--- src/rtl/updn_counter_gen_pkg.sv ---
// Shared types, default parameters and the next-value arithmetic for the
// parametrised up/down counter.
package counter_gen_pkg;

    typedef enum logic {
        MODE_WRAP = 1'b0,
        MODE_SAT  = 1'b1
    } cnt_mode_e;

    localparam int WIDTH_DEF   = 8;
    localparam int STEP_W_DEF  = 8;
    localparam int PRESC_W_DEF = 8;

    // Arithmetic is done at a fixed 32-bit width; callers zero-extend and truncate.
    localparam int CALC_W = 32;

    typedef struct packed {
        logic [CALC_W-1:0] value;
        logic              ovf;
        logic              unf;
    } next_cnt_t;

    function automatic next_cnt_t next_count(
        input logic [CALC_W-1:0] cur,
        input logic [CALC_W-1:0] step,
        input logic [CALC_W-1:0] max,
        input logic              up,
        input cnt_mode_e         mode
    );
        next_cnt_t   r;
        logic [33:0] sum;
        logic [33:0] span;
        r.value = cur;
        r.ovf   = 1'b0;
        r.unf   = 1'b0;
        sum     = '0;
        span    = {2'b00, max} + 34'd1;
        if (step != '0) begin
            if (cur > max) begin
                // Limit was lowered underneath the count.
                if (up) begin
                    r.ovf   = 1'b1;
                    r.value = (mode == MODE_SAT) ? max : '0;
                end else begin
                    r.value = max;
                end
            end else if (up) begin
                sum = {2'b00, cur} + {2'b00, step};
                if (sum <= {2'b00, max}) begin
                    r.value = sum[CALC_W-1:0];
                end else begin
                    r.ovf = 1'b1;
                    if (mode == MODE_SAT) begin
                        r.value = max;
                    end else begin
                        sum     = sum - span;
                        r.value = (sum > {2'b00, max}) ? max : sum[CALC_W-1:0];
                    end
                end
            end else if (step <= cur) begin
                r.value = cur - step;
            end else begin
                r.unf = 1'b1;
                if (mode == MODE_SAT) begin
                    r.value = '0;
                end else begin
                    sum = {2'b00, cur} + span;
                    if ({2'b00, step} > sum) begin
                        r.value = max;
                    end else begin
                        sum     = sum - {2'b00, step};
                        r.value = (sum > {2'b00, max}) ? max : sum[CALC_W-1:0];
                    end
                end
            end
        end
        return r;
    endfunction

endpackage

--- src/rtl/updn_counter_gen_if.sv ---
// Control and status bundle of the up/down counter; master drives controls,
// slave (the counter) drives the count and flags.
interface updn_counter_gen_if #(
    parameter int WIDTH   = 8,
    parameter int STEP_W  = 8,
    parameter int PRESC_W = 8
);
    logic               en_ctrl_in;
    logic               set_ctrl_in;
    logic               up_ctrl_in;
    logic               sat_ctrl_in;
    logic [STEP_W-1:0]  step_in;
    logic [WIDTH-1:0]   counter_in;
    logic [WIDTH-1:0]   max_in;
    logic [PRESC_W-1:0] presc_in;
    logic               clr_flags_in;
    logic [WIDTH-1:0]   counter_out;
    logic               ovf_out;
    logic               unf_out;
    logic               tc_out;
    logic               ovf_sticky_out;
    logic               unf_sticky_out;

    modport master (
        output en_ctrl_in, set_ctrl_in, up_ctrl_in, sat_ctrl_in, step_in,
               counter_in, max_in, presc_in, clr_flags_in,
        input  counter_out, ovf_out, unf_out, tc_out, ovf_sticky_out, unf_sticky_out
    );

    modport slave (
        input  en_ctrl_in, set_ctrl_in, up_ctrl_in, sat_ctrl_in, step_in,
               counter_in, max_in, presc_in, clr_flags_in,
        output counter_out, ovf_out, unf_out, tc_out, ovf_sticky_out, unf_sticky_out
    );
endinterface

--- src/rtl/updn_counter_gen_prescaler.sv ---
// Tick prescaler: one tick every presc_in+1 enabled cycles, cleared by clr.
module counter_prescaler #(
    parameter int PRESC_W = 8
) (
    input  logic               clk_in,
    input  logic               rst_in,
    input  logic               en,
    input  logic               clr,
    input  logic [PRESC_W-1:0] presc_in,
    output logic               tick_out
);
    logic [PRESC_W-1:0] count_q;
    logic [PRESC_W-1:0] count_d;

    always_comb begin
        tick_out = en && !clr && (count_q == presc_in);
        count_d  = count_q;
        if (clr) begin
            count_d = '0;
        end else if (en) begin
            count_d = tick_out ? '0 : count_q + 1'b1;
        end
    end

    always_ff @(posedge clk_in) begin
        if (rst_in) begin
            count_q <= '0;
        end else begin
            count_q <= count_d;
        end
    end
endmodule

--- src/rtl/updn_counter_gen.sv ---
// Parametrised up/down counter with modulo limit, programmable step, wrap or
// saturate mode, prescaled ticks and overflow/underflow pulse and sticky flags.
module updn_counter_gen
    import counter_gen_pkg::*;
#(
    parameter int WIDTH   = WIDTH_DEF,
    parameter int STEP_W  = STEP_W_DEF,
    parameter int PRESC_W = PRESC_W_DEF
) (
    input logic          clk_in,
    input logic          rst_in,
    updn_counter_gen_if.slave bus
);
    logic [WIDTH-1:0] counter_q, counter_d;
    logic             ovf_q, ovf_d;
    logic             unf_q, unf_d;
    logic             ovf_sticky_q, ovf_sticky_d;
    logic             unf_sticky_q, unf_sticky_d;
    logic             tick;
    next_cnt_t        nc;
    cnt_mode_e        mode;

    counter_prescaler #(.PRESC_W(PRESC_W)) u_presc (
        .clk_in   (clk_in),
        .rst_in   (rst_in),
        .en       (bus.en_ctrl_in),
        .clr      (bus.set_ctrl_in),
        .presc_in (bus.presc_in),
        .tick_out (tick)
    );

    always_comb begin
        mode = bus.sat_ctrl_in ? MODE_SAT : MODE_WRAP;
        nc   = next_count(CALC_W'(counter_q), CALC_W'(bus.step_in), CALC_W'(bus.max_in),
                          bus.up_ctrl_in, mode);
        counter_d = counter_q;
        ovf_d     = 1'b0;
        unf_d     = 1'b0;
        if (bus.set_ctrl_in) begin
            counter_d = (bus.counter_in > bus.max_in) ? bus.max_in : bus.counter_in;
        end else if (tick) begin
            counter_d = nc.value[WIDTH-1:0];
            ovf_d     = nc.ovf;
            unf_d     = nc.unf;
        end
        // An event in the same cycle as a clear keeps the flag set.
        ovf_sticky_d = ovf_d | (ovf_sticky_q & ~bus.clr_flags_in);
        unf_sticky_d = unf_d | (unf_sticky_q & ~bus.clr_flags_in);
    end

    always_ff @(posedge clk_in) begin
        if (rst_in) begin
            counter_q    <= '0;
            ovf_q        <= 1'b0;
            unf_q        <= 1'b0;
            ovf_sticky_q <= 1'b0;
            unf_sticky_q <= 1'b0;
        end else begin
            counter_q    <= counter_d;
            ovf_q        <= ovf_d;
            unf_q        <= unf_d;
            ovf_sticky_q <= ovf_sticky_d;
            unf_sticky_q <= unf_sticky_d;
        end
    end

    assign bus.counter_out    = counter_q;
    assign bus.ovf_out        = ovf_q;
    assign bus.unf_out        = unf_q;
    assign bus.ovf_sticky_out = ovf_sticky_q;
    assign bus.unf_sticky_out = unf_sticky_q;
    assign bus.tc_out         = (counter_q == (bus.up_ctrl_in ? bus.max_in : '0));
endmodule

--- src/flat_wrapper.sv ---
// flat-port wrapper written by rule: the top's interface ports become plain ports
module updn_counter_gen_flat import counter_gen_pkg::*;
#(
    parameter int WIDTH   = WIDTH_DEF,
    parameter int STEP_W  = STEP_W_DEF,
    parameter int PRESC_W = PRESC_W_DEF
)
  (clk_in, rst_in, bus_en_ctrl_in, bus_set_ctrl_in, bus_up_ctrl_in, bus_sat_ctrl_in, bus_step_in, bus_counter_in, bus_max_in, bus_presc_in, bus_clr_flags_in, bus_counter_out, bus_ovf_out, bus_unf_out, bus_tc_out, bus_ovf_sticky_out, bus_unf_sticky_out);
  updn_counter_gen_if #(.WIDTH(WIDTH), .STEP_W(STEP_W), .PRESC_W(PRESC_W)) bus_i ();
  input logic clk_in;
  input logic rst_in;
  input wire logic [$bits(bus_i.en_ctrl_in)-1:0] bus_en_ctrl_in;
  input wire logic [$bits(bus_i.set_ctrl_in)-1:0] bus_set_ctrl_in;
  input wire logic [$bits(bus_i.up_ctrl_in)-1:0] bus_up_ctrl_in;
  input wire logic [$bits(bus_i.sat_ctrl_in)-1:0] bus_sat_ctrl_in;
  input wire logic [$bits(bus_i.step_in)-1:0] bus_step_in;
  input wire logic [$bits(bus_i.counter_in)-1:0] bus_counter_in;
  input wire logic [$bits(bus_i.max_in)-1:0] bus_max_in;
  input wire logic [$bits(bus_i.presc_in)-1:0] bus_presc_in;
  input wire logic [$bits(bus_i.clr_flags_in)-1:0] bus_clr_flags_in;
  output wire logic [$bits(bus_i.counter_out)-1:0] bus_counter_out;
  output wire logic [$bits(bus_i.ovf_out)-1:0] bus_ovf_out;
  output wire logic [$bits(bus_i.unf_out)-1:0] bus_unf_out;
  output wire logic [$bits(bus_i.tc_out)-1:0] bus_tc_out;
  output wire logic [$bits(bus_i.ovf_sticky_out)-1:0] bus_ovf_sticky_out;
  output wire logic [$bits(bus_i.unf_sticky_out)-1:0] bus_unf_sticky_out;
  assign bus_i.en_ctrl_in = bus_en_ctrl_in;
  assign bus_i.set_ctrl_in = bus_set_ctrl_in;
  assign bus_i.up_ctrl_in = bus_up_ctrl_in;
  assign bus_i.sat_ctrl_in = bus_sat_ctrl_in;
  assign bus_i.step_in = bus_step_in;
  assign bus_i.counter_in = bus_counter_in;
  assign bus_i.max_in = bus_max_in;
  assign bus_i.presc_in = bus_presc_in;
  assign bus_i.clr_flags_in = bus_clr_flags_in;
  assign bus_counter_out = bus_i.counter_out;
  assign bus_ovf_out = bus_i.ovf_out;
  assign bus_unf_out = bus_i.unf_out;
  assign bus_tc_out = bus_i.tc_out;
  assign bus_ovf_sticky_out = bus_i.ovf_sticky_out;
  assign bus_unf_sticky_out = bus_i.unf_sticky_out;
  updn_counter_gen #(.WIDTH(WIDTH), .STEP_W(STEP_W), .PRESC_W(PRESC_W)) u_core (.clk_in(clk_in), .rst_in(rst_in), .bus(bus_i));
endmodule
--- config.mk ---
export PLATFORM = sky130hd
export DESIGN_NAME = updn_counter_gen_flat
export DESIGN_NICKNAME = d
export VERILOG_FILES = /design/src/rtl/updn_counter_gen_pkg.sv /design/src/rtl/updn_counter_gen_if.sv /design/src/rtl/updn_counter_gen_prescaler.sv /design/src/rtl/updn_counter_gen.sv /design/src/flat_wrapper.sv
export SDC_FILE = /design/constraint.sdc
export NUM_CORES = 1
export LEC_CHECK = 0
export CAP_MARGIN = 20
export CORE_MARGIN = 10
export CORE_UTILIZATION = 54
export DETAILED_ROUTE_END_ITERATION = 7
export GPL_TIMING_DRIVEN = 1
export HOLD_SLACK_MARGIN = 0.06
export PLACE_DENSITY = 0.76
export SYNTH_ARGS = -nofsm -noshare
export SYNTH_HDL_FRONTEND = slang
export SYNTH_HIERARCHICAL = 1
export SYNTH_SLANG_ARGS = --single-unit
--- constraint.sdc ---
create_clock -name clk_in -period 8.8 [get_ports clk_in]
set_input_delay 0.88 -clock clk_in [delete_from_list [all_inputs] [get_ports clk_in]]
set_output_delay 0.88 -clock clk_in [all_outputs]
set_load 0.02 [all_outputs]
==> impl_metrics.yaml, run 1 <==
timing:
  fin_crit_sh_pct: 75.0
  hold_viol_final: 0
  fmax_mhz: 152
  relSlewSlack_pct: 30.8
  skew_ns: 0.0122
  worst_slack_ns: 2.20
  setup_viol: 0
  setup_tns_ns: 0
  drv_slew: 0
  grt_setup_unrepaired: "false"
  fin_crit_ns: 6.60
  hold_slack_ns: 0.463
  worstMarginPinSlew_ns: 1.03
detailed_routing:
  drtIter0Drc: 388
  detail-route-antenna-nets: 0
  routed_wl_mm: 15.4
  dr.pass1.iters: 5
  vias_per_cell: 6.57
  wl_per_cell_um: 20.9
  vias: 4855
  drc_errors: 0
pwr:
  ir_worst_vdd_mv: 0.118
  p_sw_share_pct: 51.9
  p_comb_share_pct: 81.4
  internal_power_uw: 495
  p_clk_share_pct: 6.9
  leakage_uw: 0.00231
  power_density_nw_per_um2: 195
  switchingPower_uw: 534
  share_seq_of_total_power_pct: 11.6
final_layout:
  n_antenna_cell: 0
  fin_nets: 763
  drive_above_1_share_pct: 5.36
  area_growth_syn_to_layout_pct: 13.5
critical_path:
  path_delay_family: "compound AO/OA/AOI/OAI gates"
  crit_buf_inv: 3
  cp.arrival_ns: 6.75
  path_common_cell: "ha_1"
  crit_type: "in -> reg"
  worst_ep_required_time_ns: 8.95
  slowest_delay_ns: 0.59
  cp_cell_sequence: "clkdlybuf4s50_1 -> inv_1 -> ha_1 -> inv_1 -> a21oi_1 -> o21a_1 -> o31ai_1 -> nor2_1 -> xor2_1 -> ha_1 -> o21a_1 -> o31a_1 -> nor3_1 -> ha_1 -> a21o_1 -> a2111oi_2 -> o221a_2 -> a21oi_1 -> a211oi_4 -> mux2_1 -> mux2i_1 -> a2111oi_2 -> a211o_1"
  start_kind: "primary input"
  crit_fanout: 9
  crit_path_end_kind: "flip-flop"
  cp_slowest_cell: "clkdlybuf4s50_1"
placement:
  hpwl_mm: 12.3
  post-place-ws_ns: 2.04
  routabilityCongestion: 0.988
  port_buffers: 51
synthesis:
  yosysWarnings: 6
  syn_nets: 725
  synthFlopType: "dfxtp_1"
  netlist_area_um2: 4650
  seq_area_frac_synth_pct: 8.61
  async_flop_share_pct: 0
  synthCells: 597
  synth-seq-cells: 20
  avgSynthCellArea_um2: 7.79
  synth-edff-count: 0
  synth_cell_types: 71
floorplan:
  io_pins: 52
  die-height_um: 113
  die_width_um: 113
  dieArea_um2: 12700
  start_util_pct: 56.0
  core-area_um2: 8300
  rows: 33
global_routing:
  grt_pass1_wl_mm: 24.1
  grt_usage_pct: 22.7
  gr-total-overflow: 0
  grt_pass1_vias: 4665
  grt_start_max_net_pins: 21
  antenna_found_initial: 0
outcome:
  outcome: "completed"
clock_network:
  cts_root_buffer: "clkbuf_8"
  cts_resized: 0
  postCtsHoldBufs: 0
  h-tree-depth: 1
  cts.sinks: 20
  clock_latency_ns: 0.26
  cts_buffers: 3
  post-cts-setup-buffer-count: 0
  clk_path_buf_depth: 2
  clk_pin_slew_ns: 0.08
  cts_tree: "yes"
min_path:
  min-delay-path-class: "reg -> reg"
job:
  drv_cap: 0
-- placed cells by master (no fill, tap or decap), types with 6 or more instances in the layout --
cell and instances:
ha_1 84, clkdlybuf4s50_1 51, nand2_1 42, inv_1 40, nor2_1 40, a21oi_1 39
xnor2_1 35, nand3_1 30, o21ai_0 25, dfxtp_1 20, xor2_1 16, a21o_1 16
nor4_1 14, nor3_1 13, o21a_1 12, mux2i_1 12, nand2b_1 9, a211oi_1 9
nor2b_1 8, o21ai_1 7, a22oi_1 7, o22ai_1 6, mux2_1 6, nand4_1 6
-- power groups by stage --
stage / clock network, uW / logic [uW] / registers (uW)
final: 71.2 / 838 / 120
after global routing: 75.1 / 906 / 120
after CTS: 71.7 / 816 / 119
after detailed placement: 0 / 812 / 121
after global placement: 0 / 790 / 121
after floorplan: 0 / 616 / 116
-- worst register-to-register path, cell delays in order, from the launching register on --
cell       delay (ns)
dfxtp_1          0.77
ha_1             0.38
inv_1            0.07
a21oi_1          0.06
o21a_1           0.19
o31ai_1          0.34
nor2_1           0.09
xor2_1           0.34
ha_1             0.37
o21a_1           0.13
o31a_1           0.15
nor3_1           0.41
ha_1             0.33
a21o_1           0.19
a2111oi_2        0.36
o221a_2          0.24
a21oi_1          0.06
a211oi_4         0.46
mux2_1           0.38
mux2i_1          0.21
a2111oi_2        0.09
a211o_1          0.29
-- state kept, by name (all words and copies together), names as in the netlist --
register and cells:
u_core/u_presc/count_q 8, u_core/bus.ovf_out 1, u_core/bus.ovf_sticky_out 1, u_core/bus.unf_sticky_out 1
u_core/bus.counter_out 8, u_core/bus.unf_out 1
-- kinds of logic after synthesis --
group | after synthesis | synth area share, %
AO/OA/AOI/OAI | 170 | 26.6
XOR/XNOR | 51 | 9.60
adder cells (fa/ha/maj) | 89 | 24.8
buffers and inverters | 59 | 4.84
flip-flops | 20 | 8.61
multiplexers | 23 | 5.33
AND/OR/NAND/NOR | 185 | 20.3
-- layout make-up --
cell class                 count  area (um2)
clock buffer                   4        55.1
multi-input combinational    518        4030
fill                         744        3020
inverter                      40         150
sequential                    20         400
tap                          105         131
timing repair buffer          52         518
-- Yosys cell counts (7+ instances only) --
cell type / count / share of area [%]
ha_1: 84 / 23
nand2_1: 42 / 3.4
inv_1: 40 / 3.2
nor2_1: 40 / 3.2
a21oi_1: 39 / 4.2
xnor2_1: 35 / 6.6
nand3_1: 30 / 3.2
o21ai_0: 25 / 2.7
dfxtp_1: 20 / 8.6
a21o_1: 16 / 2.6
xor2_1: 16 / 3.0
nor4_1: 14 / 1.9
clkbuf_1: 13 / 1.0
nor3_1: 13 / 1.4
mux2i_1: 12 / 2.6
o21a_1: 12 / 1.9
a211oi_1: 9 / 1.5
nand2b_1: 9 / 1.2
nor2b_1: 8 / 1.1
a22oi_1: 7 / 1.1
o21ai_1: 7 / 0.75
-- through the flow --
| stage | std cells | area [um2] | utilization, % | power, uW |
|---|---|---|---|---|
| after CTS | 739 | 5280 | 63.6 | 1010 |
| final | 739 | 5280 | 63.6 | 1030 |
| after global placement | 735 | 5230 | 63.0 | 911 |
| after detailed placement | 735 | 5230 | 63.0 | 933 |
| after floorplan | 597 | 4650 | - | 733 |
| after global routing | 739 | 5280 | 63.6 | 1100 |
-- metal layers --
layer  up-vias  part of all wire, %  track usage (%)
met5         -                    0                0
met4         0                  3.8             9.14
met3        42                  8.7             3.43
met2       248                   46             38.1
met1      2283                   42             28.5
li1       2282                    -                -
-- final timing paths --
path / start / endpoint / slack, ns / cells after the start
worst max-delay path: bus_step_in[1] / u_core/bus.counter_out[2] / 2.20 / 23
worst min register to register: u_core/bus.ovf_sticky_out / u_core/bus.ovf_sticky_out / 0.46 / 1
worst min-delay path: u_core/bus.ovf_sticky_out / u_core/bus.ovf_sticky_out / 0.46 / 1
worst max register to register: u_core/bus.counter_out[1] / u_core/bus.counter_out[2] / 2.79 / 21
No activity file was read; power rests on OpenSTA's default activity.
==> run 2, diff against run 1 <==
==> constraint.sdc (replaced) <==
create_clock -name clk_in -period 6.4 [get_ports clk_in]
set_input_delay 0.64 -clock clk_in [delete_from_list [all_inputs] [get_ports clk_in]]
set_output_delay 0.64 -clock clk_in [all_outputs]
set_load 0.02 [all_outputs]
==> run 2 against run 1 <==
  * Critical path depth stayed put
  * Register-to-register slack worse by 1.8 ns
  * Final cell count is 2.8% higher
  * Clock-buffer cell count stayed put
  * Core utilization is 1.9 points higher
  * Power is 41% higher
  * Combinational power is 43% higher
  * Largest power group unchanged
==> impl_metrics.yaml, run 2 (synthesized netlist as in run 1, its figures left out) <==
floorplan:
  core-area_um2: 8300
  io_pins: 52
  start_util_pct: 56.0
  rows: 33
  dieArea_um2: 12700
  die_width_um: 113
  die-height_um: 113
job:
  drv_cap: 0
global_routing:
  grtUsageMet2_pct: 37.4
  grt_util_met1_pct: 28.6
  gr-usage-met3_pct: 4.01
  grt_usage_pct: 23.3
  grt-busiest-layer: "met2"
  grt_pass1_wl_mm: 24.3
  grt_pass1_vias: 4769
  gr-total-overflow: 0
  antenna_found_initial: 0
  grt_start_max_net_pins: 21
clock_network:
  cts_resized: 0
  cts_buffers: 3
  clk_pin_slew_ns: 0.08
  clock_latency_ns: 0.26
  cts_tree: "yes"
  post-cts-setup-buffer-count: 0
  cts_root_buffer: "clkbuf_8"
  clk_path_buf_depth: 2
  postCtsHoldBufs: 0
  h-tree-depth: 1
  cts.sinks: 20
timing:
  fin_crit_ns: 5.99
  skew_ns: 0.00684
  worstMarginPinSlew_ns: 0.947
  setup_viol: 0
  fmax_mhz: 167
  worst_slack_ns: 0.410
  setup_tns_ns: 0
  grt_setup_unrepaired: "false"
  relSlewSlack_pct: 36.4
  hold_viol_final: 0
  drv_slew: 0
  fin_crit_sh_pct: 93.6
detailed_routing:
  detail-route-antenna-nets: 0
  routed_wl_mm: 15.7
  drtIter0Drc: 456
  dr.pass1.iters: 5
  wl_per_cell_um: 20.7
  vias_per_cell: 6.39
  drc_errors: 0
  vias: 4853
critical_path:
  cp_slowest_cell: "clkdlybuf4s50_1"
  cp_cell_sequence: "clkdlybuf4s50_1 -> inv_1 -> ha_1 -> inv_1 -> a21oi_1 -> o21a_1 -> o31ai_1 -> nor2_1 -> xor2_1 -> ha_1 -> o21a_1 -> o31a_1 -> nor3_1 -> ha_1 -> a21o_1 -> a2111oi_2 -> o221a_2 -> a21oi_1 -> a211oi_4 -> mux2_1 -> mux2_2 -> o21ai_1 -> o22ai_1"
  crit_path_end_kind: "flip-flop"
  path_common_cell: "ha_1"
  crit_type: "in -> reg"
  start_kind: "primary input"
  worst_ep_required_time_ns: 6.52
  cp.arrival_ns: 6.11
  slowest_delay_ns: 0.59
  crit_fanout: 6
placement:
  hpwl_mm: 12.9
  routabilityCongestion: 1.02
  dpl_cell_area_um2: 5380
  post-place-ws_ns: 0.223
  port_buffers: 51
final_layout:
  fin_nets: 784
  post-route-cell-area_um2: 5440
  drive_above_1_share_pct: 8.40
  layout_commonest_cell: "ha_1"
  final_cell_mix: "ha_1, clkdlybuf4s50_1, nand2_1"
  n_antenna_cell: 0
  area_growth_syn_to_layout_pct: 16.9
pwr:
  power_density_nw_per_um2: 267
  leakage_uw: 0.00242
  ir_worst_vdd_mv: 0.171
outcome:
  outcome: "completed"
min_path:
  min-delay-path-class: "reg -> reg"
==> run 2: worst max-delay path, delay by kind of cell <==
| kind | cells | cell delay [ns] |
|---|---|---|
| compound gates | 12 | 2.31 |
| xor+xnor | 1 | 0.29 |
| fa+ha+maj | 3 | 1.02 |
| buf+inv | 3 | 0.83 |
| mux | 2 | 0.63 |
| simple gates | 2 | 0.39 |
==> run 2: layout make-up <==
type	count	area [um2]
clock buffers	4	55.1
fillers	738	2860
inverters	40	150
multi-input cells	518	4030
flip-flops and latches	20	400
well taps	105	131
repair buffers	73	676
==> run 2: path summary, 6_finish.rpt <==
kind                                           startpoint                         to  slack (ns)  cells after the start
worst max-delay path                       bus_step_in[1]  u_core/bus.counter_out[7]        0.41                     23
worst min-delay path            u_core/bus.unf_sticky_out  u_core/bus.unf_sticky_out        0.45                      1
worst max register to register  u_core/bus.counter_out[1]  u_core/bus.counter_out[7]        1.00                     21
worst min register to register  u_core/bus.unf_sticky_out  u_core/bus.unf_sticky_out        0.45                      1
==> run 2: stage by stage <==
step                power [uW]  hold slack [ns]  instances  util [%]
global route              1560            0.481        760      65.5
finish                    1450            0.454        760      65.5
CTS                       1420            0.459        760      65.5
floorplan                 1010            0.544        597         -
global placement          1280            0.433        756      64.9
detailed placement        1320            0.441        756      64.9
==> run 2: routing by layer <==
layer	share of wire, %	vias up
met4	5.8	0
met3	9.3	73
met2	44	253
met5	0	-
li1	-	2328
met1	41	2199
==> run 2: report_power, final <==
part	internal, uW	switching, uW	total (uW)	leakage [uW]
clock	54.8	43.4	98.2	0.0000288
combinational	521	681	1200	0.00222
sequential	132	20.1	152	0.000163
